==> src/rtl/acq_sequencer.sv <==
// Acquisition sequencer: orders the capture-chain resets, arms the trigger and counts beats.
// Optional watchdog in ARMED under `ACQ_TIMEOUT_EN (adds timeout_cycles / timed_out).
module acq_sequencer #(
  parameter int SETTLE_WIDTH = 16,
  parameter int LEN_WIDTH    = 32
) (
  input  logic                    aclk,
  input  logic                    aresetn,
  input  logic                    start,
  input  logic                    abort,
  input  logic [SETTLE_WIDTH-1:0] settle_cycles,
  input  logic [LEN_WIDTH-1:0]    capture_len,
  input  logic                    trg_event,
  input  logic                    s_beat,
`ifdef ACQ_TIMEOUT_EN
  input  logic [LEN_WIDTH-1:0]    timeout_cycles,
  output logic                    timed_out,
`endif
  output logic                    nreset_adc,
  output logic                    nreset_axis_writer,
  output logic                    nreset_trg,
  output logic                    nreset_max_sum,
  output logic                    busy,
  output logic                    done,
  output logic [LEN_WIDTH-1:0]    beat_cnt,
  output logic [2:0]              state
);

  typedef enum logic [2:0] {
    S_IDLE    = 3'd0,
    S_ADC_UP  = 3'd1,
    S_PIPE_UP = 3'd2,
    S_ARMED   = 3'd3,
    S_CAPTURE = 3'd4,
    S_DONE    = 3'd5
  } state_t;

  localparam logic [SETTLE_WIDTH-1:0] SET_ONE = SETTLE_WIDTH'(1);
  localparam logic [LEN_WIDTH-1:0]    LEN_ONE = LEN_WIDTH'(1);
  localparam logic [LEN_WIDTH-1:0]    LEN_MAX = '1;

  state_t                  r_state, w_ns;
  logic                    r_start_d, w_start_edge;
  logic [SETTLE_WIDTH-1:0] r_settle, w_settle_nx;
  logic [LEN_WIDTH-1:0]    r_len, w_len_nx;
  logic [LEN_WIDTH-1:0]    r_beat, w_beat_nx;
  logic                    r_adc, r_wr, r_trg, r_ms, r_busy, r_done;
`ifdef ACQ_TIMEOUT_EN
  logic [LEN_WIDTH-1:0]    r_wd, w_wd_nx;
  logic                    r_to, w_to_nx;
`endif

  assign w_start_edge = start & ~r_start_d;

  always_comb begin
    w_ns        = r_state;
    w_settle_nx = r_settle;
    w_len_nx    = r_len;
    w_beat_nx   = r_beat;
`ifdef ACQ_TIMEOUT_EN
    w_wd_nx     = '0;
    w_to_nx     = r_to;
`endif
    if (abort) begin
      w_ns = S_IDLE;
`ifdef ACQ_TIMEOUT_EN
      w_to_nx = 1'b0;
`endif
    end else begin
      case (r_state)
        S_IDLE, S_DONE: begin
          if (w_start_edge) begin
            w_ns        = S_ADC_UP;
            w_settle_nx = settle_cycles;
            w_len_nx    = capture_len;
            w_beat_nx   = '0;
`ifdef ACQ_TIMEOUT_EN
            w_to_nx     = 1'b0;
`endif
          end
        end
        S_ADC_UP: begin
          if (r_settle == '0) w_ns = S_PIPE_UP;
          else                w_settle_nx = r_settle - SET_ONE;
        end
        S_PIPE_UP: w_ns = S_ARMED;
        S_ARMED: begin
          if (trg_event) begin
            w_ns = (r_len == '0) ? S_DONE : S_CAPTURE;
`ifdef ACQ_TIMEOUT_EN
          end else if (timeout_cycles != '0 && r_wd == timeout_cycles - LEN_ONE) begin
            w_ns    = S_DONE;
            w_to_nx = 1'b1;
          end else begin
            w_wd_nx = r_wd + LEN_ONE;
`endif
          end
        end
        S_CAPTURE: begin
          if (s_beat) begin
            if (r_beat != LEN_MAX) w_beat_nx = r_beat + LEN_ONE;
            if (r_beat == r_len - LEN_ONE) w_ns = S_DONE;
          end
        end
        default: w_ns = S_IDLE;
      endcase
    end
  end

  // Outputs are decoded from the next state so they line up with r_state.
  always_ff @(posedge aclk or negedge aresetn) begin
    if (!aresetn) begin
      r_state   <= S_IDLE;
      r_start_d <= 1'b1;
      r_settle  <= '0;
      r_len     <= '0;
      r_beat    <= '0;
      r_adc     <= 1'b0;
      r_wr      <= 1'b0;
      r_trg     <= 1'b0;
      r_ms      <= 1'b0;
      r_busy    <= 1'b0;
      r_done    <= 1'b0;
`ifdef ACQ_TIMEOUT_EN
      r_wd      <= '0;
      r_to      <= 1'b0;
`endif
    end else begin
      r_state   <= w_ns;
      r_start_d <= start;
      r_settle  <= w_settle_nx;
      r_len     <= w_len_nx;
      r_beat    <= w_beat_nx;
      r_adc     <= (w_ns != S_IDLE);
      r_wr      <= (w_ns == S_PIPE_UP) || (w_ns == S_ARMED) || (w_ns == S_CAPTURE) || (w_ns == S_DONE);
      r_ms      <= (w_ns == S_PIPE_UP) || (w_ns == S_ARMED) || (w_ns == S_CAPTURE) || (w_ns == S_DONE);
      r_trg     <= (w_ns == S_ARMED) || (w_ns == S_CAPTURE);
      r_busy    <= (w_ns == S_ADC_UP) || (w_ns == S_PIPE_UP) || (w_ns == S_ARMED) || (w_ns == S_CAPTURE);
      r_done    <= (w_ns == S_DONE);
`ifdef ACQ_TIMEOUT_EN
      r_wd      <= w_wd_nx;
      r_to      <= w_to_nx;
`endif
    end
  end

  assign nreset_adc         = r_adc;
  assign nreset_axis_writer = r_wr;
  assign nreset_trg         = r_trg;
  assign nreset_max_sum     = r_ms;
  assign busy               = r_busy;
  assign done               = r_done;
  assign beat_cnt           = r_beat;
  assign state              = r_state;
`ifdef ACQ_TIMEOUT_EN
  assign timed_out          = r_to;
`endif

endmodule
==> config.mk <==
export PLATFORM = sky130hd
export DESIGN_NAME = acq_sequencer
export DESIGN_NICKNAME = d
export VERILOG_FILES = /design/src/rtl/acq_sequencer.sv
export SDC_FILE = /design/constraint.sdc
export NUM_CORES = 1
export LEC_CHECK = 0
export ABC_AREA = 1
export BUFFER_PORTS_ARGS = -buffer_cell sky130_fd_sc_hd__buf_2
export CORE_MARGIN = 2
export CORE_UTILIZATION = 62
export CTS_CLUSTER_DIAMETER = 40
export DETAILED_ROUTE_END_ITERATION = 8
export PLACE_DENSITY = 0.86
export SLEW_MARGIN = 20
export SYNTH_ARGS = -nofsm -noshare
export SYNTH_HDL_FRONTEND = slang
export SYNTH_SLANG_ARGS = --single-unit
export TNS_END_PERCENT = 20
==> constraint.sdc <==
create_clock -name aclk -period 3.2 [get_ports aclk]
set_input_delay 0.48 -clock aclk [delete_from_list [all_inputs] [get_ports aclk]]
set_output_delay 0.48 -clock aclk [all_outputs]
set_load 0.01 [all_outputs]
==> metrics.cfg <==
[run_status]
status=completed

[synth]
syn_nets=924
synth_ff_type=dfrtp_1
synth_cells=867
synth_area_mm2=0.00615
synth-edff-count=0
ys_ff_latch=89
ys_types=41
syn_area_per_cell_um2=7.10
ys_seq_area_share_pct=36.2
async_flop_share_pct=100
synth_warnings=0

[floorplan]
core_area_mm2=0.00968
placement_rows=36
start_util_pct=63.5
ios=95
die_area_mm2=0.0107
die_h_um=104
die_x_um=104

[setup_path]
critPathCaptureType=flop
crit_slowest_cell=nor2_1
path_common_cell=nor2_1
worst_path_dominant_cell_family=simple AND/OR/NAND/NOR gates
r2r_cells=8
r2r_start=state[0]
worstSetupPathType=reg2reg
crit_path_max_incr_delay_ns=0.53
critical_path_buf_inv_count=2
r2r-end=beat_cnt[16]
cp-start-kind=flop
reg2reg_setup_slack_ns=0.79
cp_data_required_time_ns=3.50
crit_end=beat_cnt[16]
worstPathMaxFanout=24
crit_chain=inv_1, nand2_1, nor2_1, nor2_1, nor2_4, buf_4, nand3_1, o21ai_1
critPathArrivalTime_ns=2.71
cp_num_cells=8
startpoint=state[0]

[timing]
finalSetupViolations=0
fin_hold_ws_ns=0.100
final.setup.tns_ns=0
period_minus_slack_ns=2.41
clock_skew_ns=0.00896
tightest_slew_ns=0.883
max_freq_ghz=0.415
finalHoldViolations=0
rsz0062_at_grt=false
fin_crit_sh_pct=75.3
slew_viol_final=0
slew_headroom_pct=40.6

[global_routing]
grt_first_pass_wirelength_um=26900
overflow=0
grt_pass1_vias=5740
antenna_found_initial=0
grtUsageTotal_pct=30.9
grt_max_degree=47

[clock_network]
clk_pin_slew_worst_paths_ns=0.09
post_cts_buffers=0
htree_levels=3
clockBufferDepth=2
clock_latency_ns=0.36
cts_sinks=89
cts-root-buf=clkbuf_8
cts_tree=yes
ctsResizeCount=0
hold_buffers=0
cts_made_buffers=9

[power]
power.leakage_nw=3.29
ir_worst_vdd_v=0.000269
powerDensity_mw_per_mm2=450
combPwrFrac_pct=25.7
p_clk_share_pct=26.6
switching_share_pct=35.3
p_total_mw=3.11
power.internal_mw=2.02
p_sw_mw=1.10
p_seq_share_pct=47.7

[routing]
dr.pass1.iters=5
routed_wl_um=16400
met3WireLength_um=1210
drc=0
drt.antenna.violating_nets=0
drt_iter0_drc=505
route.met2.wl_um=7650
routed.top_layer=met4
wl_met1_um=7010
vias_per_cell=5.63
avgRoutedWirePerCell_um=15.0
vias=6152

[min_path]
hold_path_class=in2async

[finish]
num-fill-cells=826
drive_gt1_share_pct=17.8
synthToLayoutAreaGrowth_pct=12.4
multiInputGateArea_mm2=0.00348
final_nets=1012
diodes=0
regArea_mm2=0.00223
design_area_mm2=0.00692

[placed_design]
placed_area_mm2=0.00671
port_buffers=94
hpwlAfterDp_um=12700
routabilityCongestion=1.07

[run]
maxCapViolations=0

stage by stage:
| step | instances | utilization, % | setup WS [ns] |
|---|---|---|---|
| final | 1093 | 71.4 | 0.790 |
| after global routing | 1093 | 71.4 | 0.586 |
| after CTS | 1093 | 71.4 | 0.840 |
| after detailed placement | 1077 | 69.3 | 0.855 |
| after global placement | 1077 | 69.3 | 0.890 |
| after floorplan | 867 | - | 1.34 |
worst register-to-register path, stage by stage (launching register included):
cell     delay, ns
dfrtp_1       0.43
inv_1         0.10
nand2_1       0.07
nor2_1        0.53
nor2_1        0.18
nor2_4        0.51
buf_4         0.34
nand3_1       0.11
o21ai_1       0.08
Yosys cell counts (2+ instances only):
cell | number | share of area [%]
inv_1 | 72 | 4.4
nand3_1 | 39 | 3.2
inv_2 | 3 | 0.18
o21bai_1 | 4 | 0.49
buf_6 | 5 | 0.92
nand2_1 | 250 | 15
dfrtp_1 | 88 | 36
nor3_2 | 3 | 0.49
o21ai_1 | 12 | 0.98
buf_2 | 5 | 0.41
nor2_1 | 137 | 8.4
xnor2_1 | 26 | 3.7
nand4_1 | 17 | 1.7
a21oi_1 | 22 | 1.8
nor4_1 | 9 | 0.92
nor2_2 | 6 | 0.61
o211ai_1 | 3 | 0.37
ha_1 | 3 | 0.61
nand3b_1 | 3 | 0.37
nand2_2 | 4 | 0.41
clkbuf_1 | 13 | 0.79
xor2_1 | 39 | 5.6
mux2_2 | 29 | 5.3
nor3_1 | 20 | 1.6
buf_4 | 3 | 0.37
nor2_4 | 2 | 0.37
o22ai_1 | 3 | 0.31
o21ai_0 | 34 | 2.8
power by group through the flow:
stage          sequential, mW  combinational [mW]  clock [mW]
3_3_place_gp             1.50               0.772           0
2_1_floorplan            1.44               0.622           0
4_1_cts                  1.48               0.798       0.841
3_5_place_dp             1.50               0.791           0
6_report                 1.48               0.801       0.827
5_1_grt                  1.50               0.915       0.889
logic make-up after synthesis:
group                      synth area share [%]
adders and majority gates                 0.610
buffers and inverters                      7.26
and+or+nand+nor                            34.0
AOI/OAI and AO/OA                          7.30
xor gates and xnor gates                   9.25
DFF                                        36.2
muxes                                      5.31
cell usage in the layout, fill, tap and decap left out, types with 2 or more instances in the layout:
master	count
dfrtp_1	88
o21ai_0	34
o22ai_1	3
nand2_2	4
nand2_1	250
inv_1	72
nor2_1	137
clkinvlp_4	2
o21ai_1	12
nor2_4	2
ha_1	3
o21bai_1	4
nand4_1	17
nor3_1	20
mux2_2	29
buf_2	93
o211ai_1	3
inv_2	3
inv_6	3
xnor2_1	26
clkbuf_8	10
nor3_2	3
nand3b_1	3
xor2_1	39
a21oi_1	22
buf_4	10
nor4_1	9
nor2_2	6
nand3_1	39
area by class of cell:
cell class	instances	share of cell area, %
Multi-Input combinational cell	675	50.3
Sequential cell	89	32.2
Timing Repair Buffer	103	7.81
Inverter	77	4.25
Tap cell	133	2.41
Clock buffer	10	1.99
Clock inverter	6	1.07
layer usage:
layer,global-route usage [%],vias to the layer above
li1,-,2955
met1,41.6,2854
met2,50.2,289
met3,5.10,54
met4,12.2,0
met5,0,-
sequential cells by signal (all words and copies together) (netlist names):
signal	count
r_start_d	1
state	3
r_settle	16
busy	1
nreset_adc	1
r_len	32
nreset_trg	1
nreset_max_sum	1
done	1
beat_cnt	32
how the worst min path moves through the flow:
stage | slack, ns | cells past startpoint | end
global route | 0.14 | 1 | r_len[28]
finish | 0.10 | 1 | r_len[28]
floorplan | 0.18 | 0 | beat_cnt[0]
CTS | 0.11 | 1 | r_len[28]
global placement | 0.52 | 1 | r_len[28]
detailed placement | 0.51 | 1 | r_len[28]
(Power assumes the default switching activity.)
